## config.mk

```make
export PLATFORM = sky130hd
export DESIGN_NAME = vga_timing_gen
export DESIGN_NICKNAME = d
export VERILOG_FILES = /design/src/rtl/vga_timing_gen.sv
export SDC_FILE = /design/constraint.sdc
export NUM_CORES = 1
export LEC_CHECK = 0
export BUFFER_PORTS_ARGS = -buffer_cell sky130_fd_sc_hd__buf_2
export CAP_MARGIN = 20
export CORE_ASPECT_RATIO = 0.5
export CORE_MARGIN = 5
export CORE_UTILIZATION = 60
export CTS_BUF_LIST = sky130_fd_sc_hd__clkbuf_8
export CTS_CLUSTER_SIZE = 12
export DETAILED_ROUTE_END_ITERATION = 16
export PLACE_DENSITY = 0.83
export SETUP_SLACK_MARGIN = 0.15
export SYNTH_ARGS = -nofsm -noshare
export SYNTH_HDL_FRONTEND = slang
export SYNTH_SLANG_ARGS = --single-unit
```

## constraint.sdc

```tcl
create_clock -name i_clk -period 8.05 [get_ports i_clk]
set_clock_uncertainty 0.15 [all_clocks]
set_input_delay 0 -clock i_clk [delete_from_list [all_inputs] [get_ports i_clk]]
set_output_delay 0 -clock i_clk [all_outputs]
set_load 0.05 [all_outputs]
```

## src/rtl/vga_timing_gen.sv

```systemverilog
// Parametrised VGA sync/timing generator: HS/VS, data-enable, coordinates, line/frame/animate pulses.
// Optional colour-bar test pattern on o_tp_rgb when VGA_TIMING_TESTPAT_EN is defined.
module vga_timing_gen #(
    parameter int H_ACTIVE = 640,
    parameter int H_FP     = 16,
    parameter int H_SYNC   = 96,
    parameter int H_BP     = 48,
    parameter int V_ACTIVE = 480,
    parameter int V_FP     = 10,
    parameter int V_SYNC   = 2,
    parameter int V_BP     = 33,
    parameter bit HS_POL   = 1'b0,
    parameter bit VS_POL   = 1'b0,
    parameter int XW       = 10,
    parameter int YW       = 9,
    parameter int FCW      = 8
) (
    input  logic            i_clk,
    input  logic            i_rst_n,
    input  logic            i_pix_stb,
    output logic            o_hs,
    output logic            o_vs,
    output logic            o_de,
    output logic [XW-1:0]   o_x,
    output logic [YW-1:0]   o_y,
    output logic            o_line_start,
    output logic            o_frame_start,
    output logic            o_animate,
    output logic [FCW-1:0]  o_frame_cnt,
    output logic [11:0]     o_tp_rgb
);

    localparam int H_TOTAL = H_ACTIVE + H_FP + H_SYNC + H_BP;
    localparam int V_TOTAL = V_ACTIVE + V_FP + V_SYNC + V_BP;
    localparam int HCW     = $clog2(H_TOTAL);
    localparam int VCW     = $clog2(V_TOTAL);

    localparam logic [HCW-1:0] H_LAST   = HCW'(H_TOTAL - 1);
    localparam logic [HCW-1:0] H_ACT    = HCW'(H_ACTIVE);
    localparam logic [HCW-1:0] HS_START = HCW'(H_ACTIVE + H_FP);
    localparam logic [HCW-1:0] HS_END   = HCW'(H_ACTIVE + H_FP + H_SYNC);
    localparam logic [VCW-1:0] V_LAST   = VCW'(V_TOTAL - 1);
    localparam logic [VCW-1:0] V_ACT    = VCW'(V_ACTIVE);
    localparam logic [VCW-1:0] V_ANIM   = VCW'(V_ACTIVE - 1);
    localparam logic [VCW-1:0] VS_START = VCW'(V_ACTIVE + V_FP);
    localparam logic [VCW-1:0] VS_END   = VCW'(V_ACTIVE + V_FP + V_SYNC);

    logic [HCW-1:0] h_cnt, h_nxt;
    logic [VCW-1:0] v_cnt, v_nxt;

    // NOTE: every always_comb output gets a default first so no path can infer a latch.
    always_comb begin
        h_nxt = h_cnt + HCW'(1);
        v_nxt = v_cnt;
        if (h_cnt == H_LAST) begin
            h_nxt = '0;
            v_nxt = (v_cnt == V_LAST) ? '0 : v_cnt + VCW'(1);
        end
    end

    // Outputs are decoded from the next position so they line up with the counters.
    logic          hs_zone, vs_zone, de_nxt;
    logic          line_start_nxt, frame_start_nxt, animate_nxt;
    logic [XW-1:0] x_nxt;
    logic [YW-1:0] y_nxt;

    assign hs_zone         = (h_nxt >= HS_START) && (h_nxt < HS_END);
    assign vs_zone         = (v_nxt >= VS_START) && (v_nxt < VS_END);
    assign de_nxt          = (h_nxt < H_ACT) && (v_nxt < V_ACT);
    assign x_nxt           = de_nxt ? XW'(h_nxt) : '0;
    assign y_nxt           = de_nxt ? YW'(v_nxt) : '0;
    assign line_start_nxt  = (h_nxt == '0);
    assign frame_start_nxt = (h_nxt == '0) && (v_nxt == '0);
    assign animate_nxt     = (h_nxt == H_ACT) && (v_nxt == V_ANIM);

    // NOTE: sequential state uses non-blocking assignments only, so every flop samples pre-edge values.
    always_ff @(posedge i_clk or negedge i_rst_n) begin
        if (!i_rst_n) begin
            h_cnt         <= H_LAST;
            v_cnt         <= V_LAST;
            o_hs          <= ~HS_POL;
            o_vs          <= ~VS_POL;
            o_de          <= 1'b0;
            o_x           <= '0;
            o_y           <= '0;
            o_line_start  <= 1'b0;
            o_frame_start <= 1'b0;
            o_animate     <= 1'b0;
            o_frame_cnt   <= '0;
        end else begin
            // Pulses last exactly one i_clk, independent of the strobe rate.
            o_line_start  <= 1'b0;
            o_frame_start <= 1'b0;
            o_animate     <= 1'b0;
            if (i_pix_stb) begin
                h_cnt         <= h_nxt;
                v_cnt         <= v_nxt;
                o_hs          <= hs_zone ? HS_POL : ~HS_POL;
                o_vs          <= vs_zone ? VS_POL : ~VS_POL;
                o_de          <= de_nxt;
                o_x           <= x_nxt;
                o_y           <= y_nxt;
                o_line_start  <= line_start_nxt;
                o_frame_start <= frame_start_nxt;
                o_animate     <= animate_nxt;
                if (frame_start_nxt)
                    o_frame_cnt <= o_frame_cnt + FCW'(1);
            end
        end
    end

`ifdef VGA_TIMING_TESTPAT_EN
    // Eight equal bars; columns past 8*BAR_W fold into the last bar.
    localparam int BAR_W = (H_ACTIVE >= 8) ? (H_ACTIVE / 8) : 1;

    logic [2:0]  bar_idx;
    logic [11:0] tp_nxt;

    always_comb begin
        bar_idx = 3'd0;
        for (int k = 1; k < 8; k++) begin
            if (int'(x_nxt) >= k * BAR_W)
                bar_idx = 3'(k);
        end
        tp_nxt = 12'h000;
        case (bar_idx)
            3'd0:    tp_nxt = 12'hFFF;
            3'd1:    tp_nxt = 12'hFF0;
            3'd2:    tp_nxt = 12'h0FF;
            3'd3:    tp_nxt = 12'h0F0;
            3'd4:    tp_nxt = 12'hF0F;
            3'd5:    tp_nxt = 12'hF00;
            3'd6:    tp_nxt = 12'h00F;
            default: tp_nxt = 12'h000;
        endcase
        if (!de_nxt)
            tp_nxt = 12'h000;
    end

    always_ff @(posedge i_clk or negedge i_rst_n) begin
        if (!i_rst_n)
            o_tp_rgb <= '0;
        else if (i_pix_stb)
            o_tp_rgb <= tp_nxt;
    end
`else
    assign o_tp_rgb = '0;
`endif

endmodule

```

* Word-level counts from Yosys, hierarchy flattened *
Cells that the tools add are included.

storage, ports and cells
  register bits = 53
  input bits = 3
  output and inout bits = 45
  logic and storage cells = 42

cells by class
  $add $sub $neg = 3
  $lt $le $gt $ge = 6
  equality and inequality tests = 4
  mux-type cells = 10
  reduce and logical (&&, ||, !) cells = 8

operators with widths
  operator                                              number
  2-to-1 mux 10 bit                                     4
  == test 10 bit, second input constant                 3
  adder 10 x 1 -> 10 bit, second input constant         2
  logical NOT 10 bit                                    2
  < comparator 10 bit, second input constant            2
  < comparator 10 x 9 -> 1 bit, second input constant   2
  == test 10 x 9 -> 1 bit, second input constant        1
  >= comparator 10 bit, second input constant           1
  >= comparator 10 x 9 -> 1 bit, second input constant  1
  2-to-1 mux 9 bit                                      1
  adder 8 x 1 -> 8 bit, second input constant           1
  logical AND 1 bit                                     5
  2-to-1 mux 1 bit                                      5
  AND reduction 2 bit                                   1

* Logic depth before layout (Yosys ltp) *
  depth after elaboration = 6
  depth in mapped cells = 11
  mapped depth without buffers = 9

* Worst setup path before layout *
No wires, ideal clock.

  kind = register to register
  start point = reg h_cnt[0]
  end point = reg o_frame_cnt[1]
  library setup time = 0.125 ns
  arrival = 2.769 ns
  data required time = 7.775 ns
  slack = 5.006 ns
  stages on the path, launching flop included = 9
  buffers on the path = 0
  clock period less this slack = 3.044 ns
  path through = dfstp_2 > ha_1 > nand4_1 > or4_4 > nor4b_4 > o21ai_2 > a2111oi_4 > nand2_2 > mux2_4

between the ends
  longest elaborated chain between the ends = 5
  elaborated cells between the ends (all ways) = 8
  classes of those cells = 1 x add/sub; 1 x eq/ne; 2 x mux; 4 x reduce/logical

ends and longest elaborated chain
  element                                                   RTL line  text
  start, declared                                           48        logic [HCW-1:0] h_cnt, h_nxt;
  start signal, assigned                                    96        h_cnt <= h_nxt;
  adder 10 x 1 -> 10 bit or == test 10 bit (tied branches)  53, 55
  2-to-1 mux 10 bit                                         55        if (h_cnt == H_LAST) begin
  logical NOT 10 bit                                        73        assign frame_start_nxt = (h_nxt == '0) && (v_nxt == '0);
  logical AND 1 bit *                                       73
  AND reduction 2 bit (no line) *                           n/a
  end signal, assigned                                      107       o_frame_cnt <= o_frame_cnt + FCW'(1);
  end, declared                                             29        output logic [FCW-1:0] o_frame_cnt,

Mark *: on every way between the ends. The rest lies on a longest branch, timed or not.
A chain may end at the register's enable or synchronous reset.

* Worst setup path after layout *
  start point = reg h_cnt[0]
  end point = reg o_x[0]

between the ends
  longest elaborated chain between the ends = 5
  elaborated cells between the ends (all ways) = 8
  classes of those cells = 1 x add/sub; 2 x order compare; 1 x eq/ne; 3 x mux; 1 x reduce/logical

ends and longest elaborated chain
  element                                                              RTL line  text
  adder 10 x 1 -> 10 bit or == test 10 bit (tied branches)             53, 55
  2-to-1 mux 10 bit                                                    55
  < comparator 10 bit or < comparator 10 x 9 -> 1 bit (tied branches)  69        assign de_nxt = (h_nxt < H_ACT) && (v_nxt < V_ACT);
  logical AND 1 bit                                                    69
  2-to-1 mux 10 bit *                                                  70        assign x_nxt = de_nxt ? XW'(h_nxt) : '0;
  end signal, assigned                                                 101       o_x <= x_nxt;
  end, declared                                                        24        output logic [XW-1:0] o_x,

Marked as above.

==> results <==
- The die outline area is 7000 sq um.
- The total count of max-transition violations in the final report is 0.
- For the finished layout, the period the worst path requires is 3.81 ns.
- On the worst path, the slowest cell contributes a delay of 0.72 ns.
- After detailed routing, the number of vias per cell comes to 6.09.
- The number of endpoints failing setup at the final stage is 0.
- The share of synthesized cell area in and, or, nand and nor gates is 0.238.
- The source-to-sink clock delay at the later pin of the worst-skew pair is 0.31 ns.
- The number of levels in the clock H-tree is 2.
- The number of global-route vias before repair is 2471.
- The first global-routing pass estimated 11800 um of wire.
- The run finished with clean final reports.
- By area, the combinational part of the netlist is dominated by simple AND/OR/NAND/NOR gates.
- The antenna cell count is 0.
- The clock net in this run drives a total of 53 sinks.
- The post-synthesis sequential element count is 53.
- The number of buffer and inverter instances along the worst setup path is 1.
- The fraction of final layout cells sized beyond drive strength 1 is 0.203.
- The average cell area after synthesis is 9.15 sq um.
- Measured along the x axis, the die boundary spans 113 um.
- The multiplexer fraction of the synthesized cell area is 0.0390.
- Once placement finished, the instance area stood at 3330 sq um.
- The number of failing hold endpoints at the final stage is 0.
- The maximum root-to-sink buffer count is 2.
- The clock transition at the registers of the reported paths is 0.10 ns.
- The worst hold path belongs to the class in -> async.
- The number of different library cells in the post-synthesis netlist is 54.
- The I/O pin count is 48.
- The share of the Yosys chip area taken by registers is 0.418.
- TritonCTS built the clock tree.
- Walking the worst path, the cells encountered are ha_1, nand4_1, nor3_2, o21ai_0, nor2_1, o221ai_1, buf_4, nand2b_1, o22ai_1.
- In this run the core area contains 18 standard-cell rows.
- The cell with the largest stage delay on the worst path is nor3_2.
- The total of buffers placed on input and output ports is 35.
- The class of the most critical setup path is reg -> reg.
- The portion of the clock cycle consumed by the worst path in the final layout is 0.473.
- The layout has 393 filler cells.
- The overall via count from detail_route is 2681.
- For this block, the initial DRC count from the detailed router was 203.
- The fraction of synthesized cell area in xor and xnor cells is 0.0791.
- The max-cap violation count is 0.
- The wire length reported by the detailed router is 7160 um.
- STA puts the critical path data required time at 8.13 ns.
- The initial utilization of the core area, before any placement, comes to 0.636.
- The final layout contains 376 nets.
- Yosys mapped a number of flops with a built-in enable equal to 0.
- For this run, the share of the core covered by cells in the final layout is 0.684.
- The top fanout value on the critical path is 13.
- The most instantiated flip-flop cell in the synthesis netlist is dfrtp_1.
- The total routing usage reported by global routing is 0.214.
- The sum of overflow across all layers after global routing is 0.
- The die height is 61.7 um.
- For this run, the top clock speed supported by timing is 0.262 GHz.
- The completed layout was analyzed and its total power is 817 uW.
- Power spread over the standard cell area amounts to 237 nW/um^2.
- STA puts the critical path data arrival time at 3.89 ns.
- The area growth from synthesis to layout is 7.44%.
- The number of warnings printed during yosys synthesis is 0.
- The post-synthesis async set-or-reset flop share is 1.00.
- The endpoint kind of the worst setup timing path is a flop.
- The post-detailed-route DRC marker count is 0.
- The fraction of the mapped netlist area in compound gates is 0.124.
- Across the VDD grid, the largest voltage drop is 0.000170 V.
- The final sum of negative setup slack is 0 ns.
- For this design the static power due to leakage is 1.49 nW.
- Routability-driven placement finished with a final weighted congestion of 0.962.
- Grouping stages by cell kind, the critical path spends the most delay in simple AND/OR/NAND/NOR gates.
- The area of the core is 5040 sq um.
- The number of antenna violations at the first check in global routing is 0.
- Summing all non-filler instances in the final layout gives an area of 3450 sq um.
- CTS placed an instance of clkbuf_8 at the clock tree root.
- In this run, CTS created clock tree buffers numbering 5.
- The first detailed-routing pass ran for 5 iterations.
- The startpoint class of the critical path is a flop.
- The normalized max-slew margin is 0.285.
- For the pin with the worst max-slew slack, the measured transition is 1.07 ns.
- After clock tree synthesis, the setup repair step added 0 buffers.
- The number of instances in the synthesized netlist is 351.
- The number of nets with antenna violations after routing is 0.
- The quantity of gates resized following cts is 0.
- After detailed routing, the average wire length per cell comes to 16.3 um.
- Of the total synthesized cell area, the portion taken by full adders, half adders and majority gates is 0.0156.
- Entering global routing, the biggest net connects 64 pins.
- The post-detailed-placement half-perimeter wirelength is 5110 um.
- Setup repair after global routing left no endpoint under its margin.
- The area of the mapped netlist is 3210 sq um.
[timing repair]
item / 4_1_cts / 5_1_grt
hold endpoints to repair: 41 / 0
hold buffers: 1 / 0
endpoints found under the setup margin: 0 / 0
[through the flow]
| stage | hold slack, ns | std cells | setup slack (ns) |
|---|---|---|---|
| floorplan | -0.446 | 362 | 5.01 |
| global placement | -0.0105 | 431 | 4.64 |
| detailed placement | 0.0114 | 431 | 4.37 |
| CTS | 0.204 | 440 | 4.31 |
| global route | 0.255 | 440 | 3.97 |
| finish | 0.194 | 440 | 4.24 |
[worst paths after layout]
kind                                 from             to  slack, ns  depth (start not counted)
worst min-delay path              i_rst_n           o_de       0.19                          3
worst min register to register     o_x[2]         o_x[2]       0.36                          1
min in group i_clk              i_pix_stb       h_cnt[9]       0.25                          3
worst max register to register   h_cnt[0]         o_x[0]       4.24                          9
max in group asynchronous         i_rst_n  o_frame_start       7.09                          3
worst max-delay path             h_cnt[0]         o_x[0]       4.24                          9
[kinds of logic (layout without fill, tap and decap cells)]
| logic type | count (synthesis) | count (layout) |
|---|---|---|
| AOI/OAI and AO/OA | 59 | 59 |
| xor gates and xnor gates | 29 | 29 |
| adders and majority gates | 4 | 4 |
| buffers and inverters | 58 | 66 |
| DFF | 53 | 53 |
| muxes | 11 | 11 |
| other | 1 | 12 |
| and+or+nand+nor | 136 | 136 |
[flip-flops by register name (all words and copies together), names as in the netlist, 8 cells and up]
| name | flops |
|---|---|
| o_x | 10 |
| h_cnt | 10 |
| v_cnt | 10 |
| o_frame_cnt | 8 |
| o_y | 9 |
[metal layers]
layer	vias up	GRT usage	part of all wire
met2	133	0.372	0.45
met1	1284	0.281	0.43
met3	15	0.0522	0.10
met4	0	0.0445	0.013
met5	-	0	0
li1	1249	-	-
[report_power, final]
group / switching [mW] / total, mW / internal, mW / leakage [nW]
Combinational: 0.183 / 0.264 / 0.0806 / 0.760
Sequential: 0.0538 / 0.368 / 0.314 / 0.673
Clock: 0.0929 / 0.185 / 0.0923 / 0.0595
Total: 0.330 / 0.817 / 0.487 / 1.49
[cells in the mapped netlist, types with 3 or more instances]
library cell	count	area share
nor4b_1	3	0.0082
o21a_1	3	0.0070
clkbuf_1	19	0.022
buf_2	5	0.0078
a31oi_1	4	0.0078
nand3_1	14	0.022
nor3_1	7	0.011
mux2_2	8	0.028
and2_1	4	0.0078
nor4_1	5	0.0097
dfrtp_1	41	0.32
and3_1	10	0.019
xor2_1	9	0.025
ha_1	4	0.016
a21oi_1	6	0.0094
xnor2_1	20	0.055
dfstp_2	12	0.098
nand2_1	27	0.032
nand2b_1	7	0.014
o22ai_1	16	0.031
and4_1	6	0.016
buf_4	12	0.028
inv_1	20	0.023
a211oi_1	3	0.0070
o21ai_0	16	0.025
nor2_1	22	0.026
nand4_1	15	0.029
[tightest hold or removal path, cell delays in order]
cell and delay [ns]:
dlygate4sd3_1 0.53, buf_2 0.10, buf_4 0.52
[placed cells by master (no fill, tap or decap), drive strengths merged, types with 12 or more instances in the layout]
cell	instances
nand4	15
dfrtp	41
o21ai	17
o22ai	16
conb	12
nand2	28
xnor2	20
dfstp	12
buf	37
inv	21
nand3	14
nor2	22
[area by class of cell]
type,instances,area (sq um),share of cell area
well taps,70,87.6,0.0254
repair buffers,38,200,0.0580
clock inverters,3,42.5,0.0123
clock buffers,5,68.8,0.0199
inverters,20,75.1,0.0218
flip-flops and latches,53,1340,0.389
multi-input cells,251,1630,0.474
(Power assumes the default switching activity.)
